File: config.mk
export PLATFORM = sky130hd
export DESIGN_NAME = fetch_predict_unit_flat
export DESIGN_NICKNAME = d
export VERILOG_FILES = /design/src/rtl/fetch_pkg.sv /design/src/rtl/fetch_predict_unit_if.sv /design/src/rtl/btb_table.sv /design/src/rtl/fetch_predict_unit.sv /design/src/flat_wrapper.sv
export SDC_FILE = /design/constraint.sdc
export NUM_CORES = 2
export LEC_CHECK = 0
export CAP_MARGIN = 40
export CORE_MARGIN = 1
export CORE_UTILIZATION = 30
export DETAILED_ROUTE_END_ITERATION = 8
export GPL_ROUTABILITY_DRIVEN = 0
export GPL_TIMING_DRIVEN = 0
export PLACE_DENSITY = 0.52
export SKIP_CTS_REPAIR_TIMING = 1
export SLEW_MARGIN = 0
export SYNTH_ARGS = -nofsm -noshare
export SYNTH_HDL_FRONTEND = slang
export SYNTH_HIERARCHICAL = 1
export SYNTH_SLANG_ARGS = --single-unit
export TNS_END_PERCENT = 50
File: constraint.sdc
create_clock -name clk -period 5.2 [get_ports clk]
set_input_delay 1.04 -clock clk [delete_from_list [all_inputs] [get_ports clk]]
set_output_delay 1.04 -clock clk [all_outputs]
set_load 0.01 [all_outputs]
File: src/rtl/fetch_pkg.sv
// Shared constants and counter encodings for the fetch/branch-prediction slice.
package fetch_pkg;

  localparam int              XLEN     = 32;
  localparam int              ENTRIES  = 16;
  localparam logic [XLEN-1:0] RESET_PC = 32'h0000_0000;

  typedef enum logic [1:0] {
    CTR_SNT = 2'b00,
    CTR_WNT = 2'b01,
    CTR_WT  = 2'b10,
    CTR_ST  = 2'b11
  } ctr_e;

  localparam ctr_e CTR_INIT = CTR_WNT;

  // Saturating 2-bit step; never wraps past SNT or ST.
  function automatic ctr_e ctr_step(input ctr_e c, input logic taken);
    ctr_e r;
    r = c;
    unique case (c)
      CTR_SNT: r = taken ? CTR_WNT : CTR_SNT;
      CTR_WNT: r = taken ? CTR_WT  : CTR_SNT;
      CTR_WT:  r = taken ? CTR_ST  : CTR_WNT;
      CTR_ST:  r = taken ? CTR_ST  : CTR_WT;
      default: r = c;
    endcase
    return r;
  endfunction

endpackage

File: src/rtl/fetch_predict_unit_if.sv
// Fetch-side and EX-resolve signal bundle for the fetch/predict unit.
interface fetch_predict_unit_if #(parameter int XLEN = 32);

  logic            stall;
  logic [XLEN-1:0] pc;
  logic            pred_taken;
  logic [XLEN-1:0] pred_target;
  logic            ex_valid;
  logic [XLEN-1:0] ex_pc;
  logic            ex_branch;
  logic            ex_jump;
  logic            ex_taken;
  logic [XLEN-1:0] ex_target;
  logic            ex_pred_taken;
  logic [XLEN-1:0] ex_pred_target;
  logic            ID_Flush;
  logic            EX_Flush;
  logic            mispredict;

  modport master (
    input  stall, ex_valid, ex_pc, ex_branch, ex_jump, ex_taken, ex_target,
           ex_pred_taken, ex_pred_target,
    output pc, pred_taken, pred_target, ID_Flush, EX_Flush, mispredict
  );

  modport slave (
    output stall, ex_valid, ex_pc, ex_branch, ex_jump, ex_taken, ex_target,
           ex_pred_taken, ex_pred_target,
    input  pc, pred_taken, pred_target, ID_Flush, EX_Flush, mispredict
  );

endinterface

File: src/rtl/btb_table.sv
// Direct-mapped BTB with 2-bit counters: combinational read port, registered write port.
module btb_table
  import fetch_pkg::*;
#(
  parameter int   ENTRIES  = 16,
  parameter int   XLEN     = 32,
  parameter ctr_e CTR_INIT = CTR_WNT
) (
  input  logic            clk,
  input  logic            rst_n,
  input  logic [XLEN-1:0] rd_pc,
  output logic            rd_taken,
  output logic [XLEN-1:0] rd_target,
  input  logic            wr_en,
  input  logic [XLEN-1:0] wr_pc,
  input  logic            wr_taken,
  input  logic [XLEN-1:0] wr_target
);

  localparam int IDX_W = $clog2(ENTRIES);
  localparam int TAG_W = XLEN - IDX_W - 2;

  logic            valid_q [ENTRIES];
  logic            valid_d [ENTRIES];
  logic [TAG_W-1:0] tag_q  [ENTRIES];
  logic [TAG_W-1:0] tag_d  [ENTRIES];
  logic [XLEN-1:0] tgt_q   [ENTRIES];
  logic [XLEN-1:0] tgt_d   [ENTRIES];
  ctr_e            ctr_q   [ENTRIES];
  ctr_e            ctr_d   [ENTRIES];

  logic [IDX_W-1:0] rd_idx, wr_idx;
  logic [TAG_W-1:0] rd_tag, wr_tag;
  logic             rd_hit, wr_hit;

  assign rd_idx = rd_pc[IDX_W+1:2];
  assign rd_tag = rd_pc[XLEN-1:IDX_W+2];
  assign wr_idx = wr_pc[IDX_W+1:2];
  assign wr_tag = wr_pc[XLEN-1:IDX_W+2];

  always_comb begin
    rd_hit    = valid_q[rd_idx] && (tag_q[rd_idx] == rd_tag);
    rd_taken  = rd_hit && ctr_q[rd_idx][1];
    rd_target = tgt_q[rd_idx];
    wr_hit    = valid_q[wr_idx] && (tag_q[wr_idx] == wr_tag);
  end

  // Taken outcomes (re)allocate; a fresh allocation starts weakly taken.
  always_comb begin
    valid_d = valid_q;
    tag_d   = tag_q;
    tgt_d   = tgt_q;
    ctr_d   = ctr_q;
    if (wr_en) begin
      if (wr_taken) begin
        valid_d[wr_idx] = 1'b1;
        tag_d[wr_idx]   = wr_tag;
        tgt_d[wr_idx]   = wr_target;
        ctr_d[wr_idx]   = wr_hit ? ctr_step(ctr_q[wr_idx], 1'b1) : CTR_WT;
      end else if (wr_hit) begin
        ctr_d[wr_idx]   = ctr_step(ctr_q[wr_idx], 1'b0);
      end
    end
  end

  always_ff @(posedge clk or negedge rst_n) begin
    if (!rst_n) begin
      for (int i = 0; i < ENTRIES; i++) begin
        valid_q[i] <= 1'b0;
        tag_q[i]   <= '0;
        tgt_q[i]   <= '0;
        ctr_q[i]   <= CTR_INIT;
      end
    end else begin
      valid_q <= valid_d;
      tag_q   <= tag_d;
      tgt_q   <= tgt_d;
      ctr_q   <= ctr_d;
    end
  end

endmodule

File: src/rtl/fetch_predict_unit.sv
// IF-stage PC register with BTB-based next-PC prediction and EX-driven redirect/flush.
module fetch_predict_unit
  import fetch_pkg::*;
#(
  parameter int              XLEN     = fetch_pkg::XLEN,
  parameter int              ENTRIES  = fetch_pkg::ENTRIES,
  parameter logic [XLEN-1:0] RESET_PC = fetch_pkg::RESET_PC,
  parameter ctr_e            CTR_INIT = fetch_pkg::CTR_INIT
) (
  input logic                  clk,
  input logic                  rst_n,
  fetch_predict_unit_if.master bus
);

  logic [XLEN-1:0] pc_q, pc_d;
  logic            btb_taken;
  logic [XLEN-1:0] btb_target;
  logic [XLEN-1:0] pred_target;
  logic            is_ctrl, act_taken, mispredict;
  logic [XLEN-1:0] act_tgt, fall_pc;

  btb_table #(
    .ENTRIES  (ENTRIES),
    .XLEN     (XLEN),
    .CTR_INIT (CTR_INIT)
  ) u_btb (
    .clk       (clk),
    .rst_n     (rst_n),
    .rd_pc     (pc_q),
    .rd_taken  (btb_taken),
    .rd_target (btb_target),
    .wr_en     (bus.ex_valid && is_ctrl),
    .wr_pc     (bus.ex_pc),
    .wr_taken  (act_taken),
    .wr_target (act_tgt)
  );

  // Jumps are always taken; bit 0 of every resolved target is forced low.
  always_comb begin
    is_ctrl     = bus.ex_branch | bus.ex_jump;
    act_taken   = bus.ex_jump | (bus.ex_branch & bus.ex_taken);
    act_tgt     = {bus.ex_target[XLEN-1:1], 1'b0};
    fall_pc     = bus.ex_pc + XLEN'(4);
    pred_target = btb_taken ? btb_target : pc_q + XLEN'(4);
    mispredict  = bus.ex_valid && is_ctrl &&
                  ((act_taken != bus.ex_pred_taken) ||
                   (act_taken && (act_tgt != bus.ex_pred_target)));
  end

  always_comb begin
    pc_d = pred_target;
    if (mispredict) begin
      pc_d = act_taken ? act_tgt : fall_pc;
    end else if (bus.stall) begin
      pc_d = pc_q;
    end
  end

  always_ff @(posedge clk or negedge rst_n) begin
    if (!rst_n) begin
      pc_q <= RESET_PC;
    end else begin
      pc_q <= pc_d;
    end
  end

  assign bus.pc          = pc_q;
  assign bus.pred_taken  = btb_taken;
  assign bus.pred_target = pred_target;
  assign bus.ID_Flush    = mispredict;
  assign bus.EX_Flush    = mispredict;
  assign bus.mispredict  = mispredict;

endmodule
File: src/flat_wrapper.sv
// flat-port wrapper written by rule: the top's interface ports become plain ports
module fetch_predict_unit_flat import fetch_pkg::*;
#(
  parameter int              XLEN     = fetch_pkg::XLEN,
  parameter int              ENTRIES  = fetch_pkg::ENTRIES,
  parameter logic [XLEN-1:0] RESET_PC = fetch_pkg::RESET_PC,
  parameter ctr_e            CTR_INIT = fetch_pkg::CTR_INIT
)
  (clk, rst_n, bus_stall, bus_ex_valid, bus_ex_pc, bus_ex_branch, bus_ex_jump, bus_ex_taken, bus_ex_target, bus_ex_pred_taken, bus_ex_pred_target, bus_pc, bus_pred_taken, bus_pred_target, bus_ID_Flush, bus_EX_Flush, bus_mispredict);
  fetch_predict_unit_if #(.XLEN(XLEN)) bus_i ();
  input logic clk;
  input logic rst_n;
  input wire logic [$bits(bus_i.stall)-1:0] bus_stall;
  input wire logic [$bits(bus_i.ex_valid)-1:0] bus_ex_valid;
  input wire logic [$bits(bus_i.ex_pc)-1:0] bus_ex_pc;
  input wire logic [$bits(bus_i.ex_branch)-1:0] bus_ex_branch;
  input wire logic [$bits(bus_i.ex_jump)-1:0] bus_ex_jump;
  input wire logic [$bits(bus_i.ex_taken)-1:0] bus_ex_taken;
  input wire logic [$bits(bus_i.ex_target)-1:0] bus_ex_target;
  input wire logic [$bits(bus_i.ex_pred_taken)-1:0] bus_ex_pred_taken;
  input wire logic [$bits(bus_i.ex_pred_target)-1:0] bus_ex_pred_target;
  output wire logic [$bits(bus_i.pc)-1:0] bus_pc;
  output wire logic [$bits(bus_i.pred_taken)-1:0] bus_pred_taken;
  output wire logic [$bits(bus_i.pred_target)-1:0] bus_pred_target;
  output wire logic [$bits(bus_i.ID_Flush)-1:0] bus_ID_Flush;
  output wire logic [$bits(bus_i.EX_Flush)-1:0] bus_EX_Flush;
  output wire logic [$bits(bus_i.mispredict)-1:0] bus_mispredict;
  assign bus_i.stall = bus_stall;
  assign bus_i.ex_valid = bus_ex_valid;
  assign bus_i.ex_pc = bus_ex_pc;
  assign bus_i.ex_branch = bus_ex_branch;
  assign bus_i.ex_jump = bus_ex_jump;
  assign bus_i.ex_taken = bus_ex_taken;
  assign bus_i.ex_target = bus_ex_target;
  assign bus_i.ex_pred_taken = bus_ex_pred_taken;
  assign bus_i.ex_pred_target = bus_ex_pred_target;
  assign bus_pc = bus_i.pc;
  assign bus_pred_taken = bus_i.pred_taken;
  assign bus_pred_target = bus_i.pred_target;
  assign bus_ID_Flush = bus_i.ID_Flush;
  assign bus_EX_Flush = bus_i.EX_Flush;
  assign bus_mispredict = bus_i.mispredict;
  fetch_predict_unit #(.XLEN(XLEN), .ENTRIES(ENTRIES), .RESET_PC(RESET_PC), .CTR_INIT(CTR_INIT)) u_core (.clk(clk), .rst_n(rst_n), .bus(bus_i));
endmodule
==> impl_metrics.tcl <==
set metrics [dict create \
    synthTopCellsByArea "dfrtp_1 48%, mux2_2 21%, mux4_2 17%" \
    num_vias 35645 \
    critical_path.top_delay_family "buffers and inverters" \
    fillCellCount 16577 \
    maxSlewHeadroom_pct 33.4 \
    power_w 0.0289 \
    synth_ff_type "dfrtp_1" \
    ys_types 76 \
    cts_inserted_buffers 116 \
    drc 0 \
    path_cells "clkbuf_4, clkbuf_2, buf_8, mux4_2, mux4_2, xor2_1, nor4_2, nand4_1, nor4_4, buf_6, buf_6, buf_12, buf_6, mux2_4, buf_6" \
    area_growth_pct 22.0 \
    portBuffers 170 \
    synth_area_leader_cell "dfrtp_1" \
    tightest_slew_ns 1.00 \
    yosysMostFrequentCell "dfrtp_1" \
    status "finished with violations" \
    final_area_um2 63700 \
    grt_pass1_vias 36438 \
    yosys_register_bits 1008 \
    hold_viol 0 \
    dieWidth_um 419 \
    cts_tree "yes" \
    drv_slew 0 \
    ys_seq_area_share_pct 48.3 \
    r2r-end "u_core/bus.pc[28]" \
    netlist_area_um2 52200 \
    critPathSlowestCell "mux4_2" \
    leakage_nw 26.9 \
    grt_usage_pct 22.6 \
    worstPathRequired_ns 4.16 \
    peakVddDrop_uv 282 \
    clkLatencyLatePin_ns 0.76 \
    crit_top_cell "buf_6" \
    vias_per_cell 5.51 \
    instances_no_fill 6464 \
    clock_sinks 1008 \
    grt_pass1_wl_mm 283 \
    die_y_um 419 \
    antenna_left 0 \
    initial_core_util_pct 30.3 \
    worst_r2r_path_depth 16 \
    holdCritPathClass "in2async" \
    dp_hpwl_mm 150 \
    endpoint_kind "primary output" \
    synthTopCellsByCount "992 x dfrtp_1, 975 x mux2_2, 387 x mux4_2, 210 x clkbuf_1, 126 x nand2_1" \
    final.min_clock_period_ns 5.89 \
    placed_cells 6227 \
    synthArstFlopShare_pct 100 \
    slowest_delay_ns 0.58 \
    cts-root-buf "clkbuf_16" \
    fin_setup_tns_ns -20.46 \
    grt_max_degree 133 \
    setup_violations 78 \
    design.die.area_um2 176000 \
    num_rows 152 \
    clkTransAtPathRegs_ns 0.06 \
    critPathKind "reg2out" \
    finalCritPeriodShare_pct 113 \
    grt_setup_unrepaired "yes" \
    drive_above_1_share_pct 46.9 \
    critical_path_depth 15 \
    critPathCapture "bus_pred_target[1]" \
    max_cap_violations 0 \
    synth_top_cell_area_share_pct 47.5 \
    fp.coreArea_um2 172000 \
    routed_wl_mm 199 \
    syn-instance-count 3589 \
    synth-edff-count 0 \
    dpl_cell_area_um2 59000 \
    drt_iter0_drc 3604 \
    dr.pass1.iters 5 \
    cp.arrival_ns 4.85 \
    path_buf_inv 8 \
    nets 4164 \
    syn_area_per_cell_um2 14.6 \
    cts.path.max_buffers 3 \
    r2r_start "u_core/bus.pc[3]" \
    p_per_area_nw_per_um2 453 \
    io_pins 172 \
    overflow 0 \
    violations "negative setup slack" \
    wire_per_inst_um 30.8 \
    path_max_fanout 8 \
    finalClockSkew_ns 0.0639 \
    worstSetupStartpointType "register" \
    fmaxAchievable_mhz 170 \
    synth_warnings 6 \
    r2r_setup_slack_ns 0.66 \
    startpoint "u_core/bus.pc[3]" \
    h-tree-depth 3 \
    fin_ws_ns -0.687 \
    antenna_found_initial 6 \
    utilization_pct 37.0 \
]
==> sequential cells by signal, summed over array words and instances, names as in the netlist <==
signal                cells
u_core/bus.pc            32
u_core/u_btb/tag_q      416
u_core/u_btb/tgt_q      512
u_core/u_btb/valid_q     16
u_core/u_btb/ctr_q       32
==> per-layer routing <==
layer,track usage (%),wire length [um],vias to the layer above
met2,35.1,91200,1495
met5,0,13,-
met1,29.9,82300,19183
li1,-,-,14543
met3,3.76,13000,422
met4,12.8,12500,2
==> layout by cell type, fill, tap and decap left out, drive strengths merged, types with 34 or more instances in the layout <==
cell type      count
dfrtp            992
a21oi             34
buf              310
mux4             387
xor2              60
nand2            126
nor2              51
mux2             977
nand3             67
clkbuf           385
xnor2             80
mux2i            112
clkdlybuf4s50    129
nand4             34
o21ai             71
==> stage by stage <==
step | setup WS, ns | hold WS, ns
4_1_cts | -4.01 | 0.188
6_report | -0.687 | 0.208
2_1_floorplan | 0.0384 | 0.451
5_1_grt | -0.717 | 0.235
3_3_place_gp | -44.59 | 0.475
3_5_place_dp | -3.16 | 0.477
==> cell families (layout without fill, tap and decap cells) <==
group                    count (synthesis)  after routing  share of synthesized area [%]
XOR/XNOR                               140            140                           2.35
AO/OA/AOI/OAI                          223            223                           2.83
flip-flops                            1008           1008                           48.3
other                                    1             10                        0.00718
adder cells (fa/ha/maj)                  2              2                         0.0479
AND/OR/NAND/NOR                        392            392                           3.77
multiplexers                          1476           1476                           39.9
buffers and inverters                  347            903                           2.78
==> worst min path at each step <==
stage               depth (start not counted)                       end                startpoint
floorplan                                   1   u_core/u_btb/valid_q[0]   u_core/u_btb/valid_q[0]
global placement                            1   u_core/u_btb/valid_q[8]   u_core/u_btb/valid_q[8]
detailed placement                          1  u_core/u_btb/valid_q[10]  u_core/u_btb/valid_q[10]
CTS                                         1   u_core/u_btb/tag_q[188]                     rst_n
global route                                1   u_core/u_btb/tag_q[318]                     rst_n
finish                                      1   u_core/u_btb/tag_q[318]                     rst_n
==> cell type report <==
class | instances | area, um^2 | share of cell area (%)
clock inverters | 46 | 576 | 0.903
flip-flops and latches | 1008 | 25200 | 39.6
repair buffers | 346 | 3960 | 6.21
clock buffers | 165 | 3380 | 5.30
well taps | 2310 | 2890 | 4.53
diodes | 3 | 7.51 | 0.0118
inverters | 24 | 95.1 | 0.149
plain buffers | 322 | 1720 | 2.71
multi-input cells | 2240 | 25900 | 40.6
==> power breakdown <==
| group | internal, W | switching, W |
|---|---|---|
| combinational | 0.00479 | 0.00496 |
| sequential | 0.00946 | 0.00118 |
| clock | 0.00501 | 0.00351 |
| total | 0.0193 | 0.00964 |
(Power assumes the default switching activity.)
